$ cat src/rtl/rt_rx_pkg.sv
// rtl/rt_rx_pkg.sv - shared types for the router output-port receiver
// Purpose: receiver FSM state encoding, byte width and the FIFO entry type.
// Ports: none (package).
`timescale 1ns/1ps
package rt_rx_pkg;

    localparam int BYTE_W = 8;

    typedef enum logic [1:0] {
        IDLE = 2'd0,
        RECV = 2'd1,
        DROP = 2'd2
    } rx_state_e;

    typedef struct packed {
        logic              last;
        logic [BYTE_W-1:0] data;
    } rx_byte_t;

endpackage

$ cat src/rtl/rt_sync_fifo.sv
// rtl/rt_sync_fifo.sv - synchronous show-ahead FIFO
// Purpose: single-clock FIFO whose head entry is visible on rd_data while not empty.
// Ports:
//   clock, reset       : rising-edge clock, synchronous active-high reset
//   wr_en, wr_data     : push request and entry; ignored when full unless a pop happens too
//   rd_en              : pop request; ignored when empty
//   rd_data            : head entry (zero while empty)
//   full, empty        : occupancy flags
`timescale 1ns/1ps
module rt_sync_fifo #(
    parameter int WIDTH = 9,
    parameter int DEPTH = 16
) (
    input  logic             clock,
    input  logic             reset,
    input  logic             wr_en,
    input  logic [WIDTH-1:0] wr_data,
    input  logic             rd_en,
    output logic [WIDTH-1:0] rd_data,
    output logic             full,
    output logic             empty
);

    localparam int AW = (DEPTH > 1) ? $clog2(DEPTH) : 1;
    localparam logic [AW:0] DEPTH_C = DEPTH[AW:0];

    logic [WIDTH-1:0] mem_q [DEPTH];
    logic [AW-1:0]    wr_ptr_q, wr_ptr_d;
    logic [AW-1:0]    rd_ptr_q, rd_ptr_d;
    logic [AW:0]      count_q, count_d;
    logic             do_wr, do_rd;

    assign empty = (count_q == '0);
    assign full  = (count_q == DEPTH_C);

    // A pop frees the slot the push lands in, so a full FIFO may still accept.
    assign do_rd = rd_en && !empty;
    assign do_wr = wr_en && (!full || do_rd);

    // Forced to zero when empty so stale storage never shows on the outputs.
    assign rd_data = empty ? '0 : mem_q[rd_ptr_q];

    always_comb begin
        wr_ptr_d = wr_ptr_q;
        rd_ptr_d = rd_ptr_q;
        count_d  = count_q;
        if (do_wr) begin
            wr_ptr_d = wr_ptr_q + 1'b1;
        end
        if (do_rd) begin
            rd_ptr_d = rd_ptr_q + 1'b1;
        end
        if (do_wr && !do_rd) begin
            count_d = count_q + 1'b1;
        end else if (do_rd && !do_wr) begin
            count_d = count_q - 1'b1;
        end
    end

    always_ff @(posedge clock) begin
        if (reset) begin
            wr_ptr_q <= '0;
            rd_ptr_q <= '0;
            count_q  <= '0;
        end else begin
            wr_ptr_q <= wr_ptr_d;
            rd_ptr_q <= rd_ptr_d;
            count_q  <= count_d;
        end
    end

    always_ff @(posedge clock) begin
        if (do_wr) begin
            mem_q[wr_ptr_q] <= wr_data;
        end
    end

endmodule

$ cat src/rtl/rt_out_receiver.sv
// rtl/rt_out_receiver.sv - router output-port receiver
// Purpose: deserialises LSB-first frames from one router output channel into a
//          buffered valid/ready byte stream with end-of-packet marking.
// Ports:
//   clock, reset          : rising-edge clock, synchronous active-high reset
//   dout, valido_n        : serial bit and its active-low qualifier
//   frameo_n              : active-low frame, high on the cycle of the last bit
//   m_valid/m_ready       : byte stream handshake, show-ahead
//   m_data, m_last        : byte value and end-of-packet flag
//   err_partial           : one-cycle pulse, frame ended mid-byte
//   overflow              : sticky, a byte was lost to a full FIFO
//   pkt_cnt               : packets completed cleanly, wraps
`timescale 1ns/1ps
module rt_out_receiver
    import rt_rx_pkg::*;
#(
    parameter int DEPTH = 16,
    parameter int CNT_W = 16
) (
    input  logic              clock,
    input  logic              reset,
    input  logic              dout,
    input  logic              valido_n,
    input  logic              frameo_n,
    output logic              m_valid,
    input  logic              m_ready,
    output logic [BYTE_W-1:0] m_data,
    output logic              m_last,
    output logic              err_partial,
    output logic              overflow,
    output logic [CNT_W-1:0]  pkt_cnt
);

    rx_state_e         state_q, state_d;
    logic [2:0]        bit_cnt_q, bit_cnt_d;
    logic [BYTE_W-1:0] shreg_q, shreg_d;
    logic              seen_q, seen_d;
    logic              err_q, err_d;
    logic              ovf_q, ovf_d;
    logic [CNT_W-1:0]  pkt_cnt_q, pkt_cnt_d;

    logic [BYTE_W-1:0] byte_asm;
    logic [2:0]        bits_after;
    logic              sample, frame_end, byte_done, lost, pop, clean_end;
    logic              fifo_full, fifo_empty;
    rx_byte_t          wr_byte, rd_byte;

    // The IDLE cycle that opens a frame already carries its first bit.
    assign sample    = !valido_n && ((state_q == RECV) || (state_q == IDLE && !frameo_n));
    assign frame_end = (state_q == RECV) && frameo_n;
    assign byte_done = sample && (bit_cnt_q == 3'd7);
    assign pop       = m_valid && m_ready;
    assign lost      = byte_done && fifo_full && !pop;
    assign bits_after = sample ? bit_cnt_q + 3'd1 : bit_cnt_q;
    assign wr_byte   = {frameo_n, byte_asm};

    always_comb begin
        byte_asm = shreg_q;
        byte_asm[bit_cnt_q] = dout;
    end

    rt_sync_fifo #(
        .WIDTH ($bits(rx_byte_t)),
        .DEPTH (DEPTH)
    ) u_fifo (
        .clock   (clock),
        .reset   (reset),
        .wr_en   (byte_done && !lost),
        .wr_data (wr_byte),
        .rd_en   (pop),
        .rd_data (rd_byte),
        .full    (fifo_full),
        .empty   (fifo_empty)
    );

    // State register
    always_ff @(posedge clock) begin
        if (reset) begin
            state_q   <= IDLE;
            bit_cnt_q <= '0;
            shreg_q   <= '0;
            seen_q    <= 1'b0;
            err_q     <= 1'b0;
            ovf_q     <= 1'b0;
            pkt_cnt_q <= '0;
        end else begin
            state_q   <= state_d;
            bit_cnt_q <= bit_cnt_d;
            shreg_q   <= shreg_d;
            seen_q    <= seen_d;
            err_q     <= err_d;
            ovf_q     <= ovf_d;
            pkt_cnt_q <= pkt_cnt_d;
        end
    end

    // Next-state logic
    always_comb begin
        state_d = state_q;
        case (state_q)
            IDLE: if (!frameo_n) state_d = RECV;
            RECV: begin
                // A loss on the frame's last cycle has nothing left to drop.
                if (lost) begin
                    state_d = frameo_n ? IDLE : DROP;
                end else if (frameo_n) begin
                    state_d = IDLE;
                end
            end
            DROP: if (frameo_n) state_d = IDLE;
            default: state_d = IDLE;
        endcase
    end

    // Datapath and outputs
    always_comb begin
        shreg_d   = sample ? byte_asm : shreg_q;
        // Partial bits are discarded whenever the frame is left.
        bit_cnt_d = (state_d == RECV) ? bits_after : 3'd0;
        seen_d    = (state_d == RECV) && (seen_q || sample);
        // Frames without a single valid bit end silently.
        clean_end = frame_end && !lost && (bits_after == 3'd0) && (seen_q || sample);
        err_d     = frame_end && (bits_after != 3'd0);
        ovf_d     = ovf_q || lost;
        pkt_cnt_d = pkt_cnt_q;
        if (clean_end) begin
            pkt_cnt_d = pkt_cnt_q + 1'b1;
        end
    end

    assign m_valid     = !fifo_empty;
    assign m_data      = rd_byte.data;
    assign m_last      = rd_byte.last;
    assign err_partial = err_q;
    assign overflow    = ovf_q;
    assign pkt_cnt     = pkt_cnt_q;

endmodule

$ cat config.mk
export PLATFORM = sky130hd
export DESIGN_NAME = rt_out_receiver
export DESIGN_NICKNAME = d
export VERILOG_FILES = /design/src/rtl/rt_rx_pkg.sv /design/src/rtl/rt_sync_fifo.sv /design/src/rtl/rt_out_receiver.sv
export SDC_FILE = /design/constraint.sdc
export NUM_CORES = 1
export LEC_CHECK = 0
export CORE_ASPECT_RATIO = 0.7
export CORE_MARGIN = 4
export CORE_UTILIZATION = 55
export DETAILED_ROUTE_END_ITERATION = 8
export PLACE_DENSITY = 0.73
export SLEW_MARGIN = 20
export SYNTH_ARGS = -nofsm -noshare
export SYNTH_HDL_FRONTEND = slang
export SYNTH_SLANG_ARGS = --single-unit
$ cat constraint.sdc
create_clock -name clock -period 4.82 [get_ports clock]
set_input_delay 1.446 -clock clock [delete_from_list [all_inputs] [get_ports clock]]
set_output_delay 1.446 -clock clock [all_outputs]
set_load 0.1 [all_outputs]
==> results.sh <==
export IMPL_outcome="finished clean"
export IMPL_finish_utilization_pct=65.1
export IMPL_die_area_sq_um=16600
export IMPL_final_cell_mix="144 x edfxtp_1, 48 x dfxtp_1, 37 x nor2_1"
export IMPL_fin_crit_sh_pct=85.2
export IMPL_place_area_sq_um=8600
export IMPL_drv_cap=0
export IMPL_drt_iter0_drc=439
export IMPL_hold_viol_final=0
export IMPL_postSynthCellCount=534
export IMPL_ios=34
export IMPL_hold_start="shreg_q[6]"
export IMPL_area_growth_pct=14.3
export IMPL_grt_pass1_vias=4612
export IMPL_finClkSkew_ns=0.00951
export IMPL_critPathCaptureType="output pin"
export IMPL_period_needed_ns=4.10
export IMPL_dieWidth_microns=152
export IMPL_vias_per_cell=5.99
export IMPL_syn_num_nets=554
export IMPL_max_stage_delay_ns=0.75
export IMPL_rsz0062_at_grt="no"
export IMPL_setup_violations=0
export IMPL_slew_headroom_pct=33.6
export IMPL_drcViolationCount=0
export IMPL_drt_total_wl_microns=16200
export IMPL_clkSinkCount=193
export IMPL_cp_max_fo=18
export IMPL_synth_ff_latch_count=193
export IMPL_tightest_slew_ns=0.996
export IMPL_io_buffer_count=33
export IMPL_wire_per_inst_microns=20.8
export IMPL_start_util_pct=57.0
export IMPL_synth_cell_types=43
export IMPL_synth_ff_type="edfxtp_1"
export IMPL_setup_tns_final_ns=0
export IMPL_path_delay_family="flip-flops"
export IMPL_finalWeightedCongestion=0.796
export IMPL_cts_hold_buffers=0
export IMPL_crit_path_start_kind="flop"
export IMPL_setup_ws_ns=0.715
export IMPL_cpMaxStageDelayCell="dfxtp_2"
export IMPL_ys_warn_count=0
export IMPL_num_vias=4658
export IMPL_grt_pass1_wl_microns=26500
export IMPL_drive_gt1_share_pct=19.4
export IMPL_grt_antenna_before_repair=0
export IMPL_max_freq_mhz=244
export IMPL_clock_root_buffer="clkbuf_16"
export IMPL_htreeDepth=4
export IMPL_clk_latency_ns=0.43
export IMPL_detail_route_antenna_nets=0
export IMPL_r2r_start="bit_cnt_q[0]"
export IMPL_drt_first_pass_iters=6
export IMPL_grt_max_degree=30
export IMPL_crit_path_cell_trace="buf_4 > mux4_2 > mux2i_1 > o22ai_1 > buf_4"
export IMPL_dieHeight_microns=109
export IMPL_core_sq_um=14100
export IMPL_netlist_area_sq_um=8030
export IMPL_p_per_area_nw_per_um2=349
export IMPL_place_ws_ns=0.609
export IMPL_synth_edff_count=144
export IMPL_cts_tree="done"
export IMPL_final_common_cell="edfxtp_1"
export IMPL_crit_type="flop to output pin"
export IMPL_dpl_hpwl_microns=10600
export IMPL_cts_repair_resized=0
export IMPL_cts_made_buffers=17
export IMPL_clk_path_buf_depth=2
export IMPL_fillers=956
export IMPL_fin_area_sq_um=9180
export IMPL_path_clk_slew_ns=0.07
export IMPL_critPathMostFrequentCell="buf_4"
export IMPL_cp_arrival_ns=2.66
export IMPL_postSynthAreaPerCell_sq_um=15.0
export IMPL_insertedDiodeCount=0
export IMPL_rows=36
export IMPL_async_reset_ff_share_pct=0
export IMPL_grt_overflow=0
export IMPL_seq_area_frac_synth_pct=66.0
export IMPL_peakVddDrop_v=0.000243
export IMPL_path_buf_inv=2
export IMPL_num_nets_final=594
export IMPL_total_leakage_power_nw=3.06
export IMPL_track_usage_pct=21.2
export IMPL_postCtsSetupBuffers=0
export IMPL_slew_violations=0
export IMPL_hold_path_class="flop to flop"
export IMPL_critical_path_required_ns=3.37
where the power goes:
part	internal, mW	total [mW]	switching (mW)
Sequential	1.78	1.78	0.00374
Clock	0.753	1.35	0.599
Combinational	0.0182	0.0684	0.0502
Total	2.55	3.21	0.653
stage by stage:
| step | hold slack (ns) | cells | power, mW |
|---|---|---|---|
| 2_1_floorplan | 0.431 | 534 | 1.87 |
| 3_3_place_gp | 0.439 | 745 | 1.88 |
| 3_5_place_dp | 0.447 | 745 | 1.89 |
| 4_1_cts | 0.457 | 777 | 3.22 |
| 5_1_grt | 0.482 | 777 | 3.31 |
| 6_report | 0.454 | 777 | 3.21 |
kinds of logic after synthesis:
logic type / count (synthesis) / share of synthesized area [%]
AO/OA/AOI/OAI: 59 / 4.44
XOR/XNOR: 9 / 0.981
flip-flops: 193 / 66.0
adder cells (fa/ha/maj): 14 / 2.27
multiplexers: 66 / 14.0
AND/OR/NAND/NOR: 147 / 9.78
buffers and inverters: 46 / 2.49
worst paths after layout:
check | end | slack (ns) | cells after the start
worst max register to register | u_fifo.count_q[4] | 1.73 | 11
worst min register to register | shreg_q[6] | 0.45 | 2
worst max-delay path | m_data[2] | 0.72 | 5
worst min-delay path | shreg_q[6] | 0.45 | 2
worst register-to-register path, cell delays in order, from the launching register on:
cell     delay (ns)
dfxtp_1        0.59
ha_1           0.24
ha_1           0.29
nand3_1        0.13
inv_1          0.16
ha_1           0.24
inv_1          0.14
ha_1           0.31
a21o_1         0.16
a21oi_1        0.16
mux2i_1        0.21
mux2_2         0.34
registers in the layout (all words and copies together), names as in the netlist, named ones only:
register	count
overflow	1
shreg_q	8
seen_q	1
u_fifo.count_q	5
u_fifo.mem_q	144
pkt_cnt	16
err_partial	1
bit_cnt_q	3
u_fifo.wr_ptr_q	4
state_q	2
u_fifo.rd_ptr_q	4
metal layers:
metal | vias to the layer above | part of all wire, % | GRT usage (%)
met5 | - | 0 | 0
met2 | 174 | 46 | 32.0
met3 | 12 | 7.3 | 5.83
met4 | 0 | 0.82 | 5.02
li1 | 2136 | - | -
met1 | 2336 | 46 | 31.1
layout make-up:
cell class | instances | area [sq um] | area share (%)
Tap cell | 190 | 238 | 2.59
Clock inverter | 10 | 70.1 | 0.763
Sequential cell | 193 | 5310 | 57.8
Inverter | 15 | 56.3 | 0.613
Timing Repair Buffer | 52 | 450 | 4.91
Multi-Input combinational cell | 295 | 2550 | 27.8
Clock buffer | 22 | 507 | 5.52
synth_stat cells (5+ instances only):
library cell	count	area, sq um
a21oi_1	29	145
and2_1	10	62.6
and4_1	5	43.8
buf_2	7	35.0
clkbuf_1	19	71.3
dfxtp_1	49	981
edfxtp_1	144	4320
ha_1	13	163
inv_1	15	56.3
mux2_2	10	113
mux2i_1	20	200
mux4_2	36	811
nand2_1	30	113
nand3_1	11	55.1
nand4_1	8	50.1
nor2_1	37	139
nor3_1	6	30.0
nor4_1	5	31.3
o22ai_1	9	56.3
o31ai_1	13	97.6
or4_1	13	97.6
xor2_1	7	61.3
No activity file was read; power rests on OpenSTA's default activity.
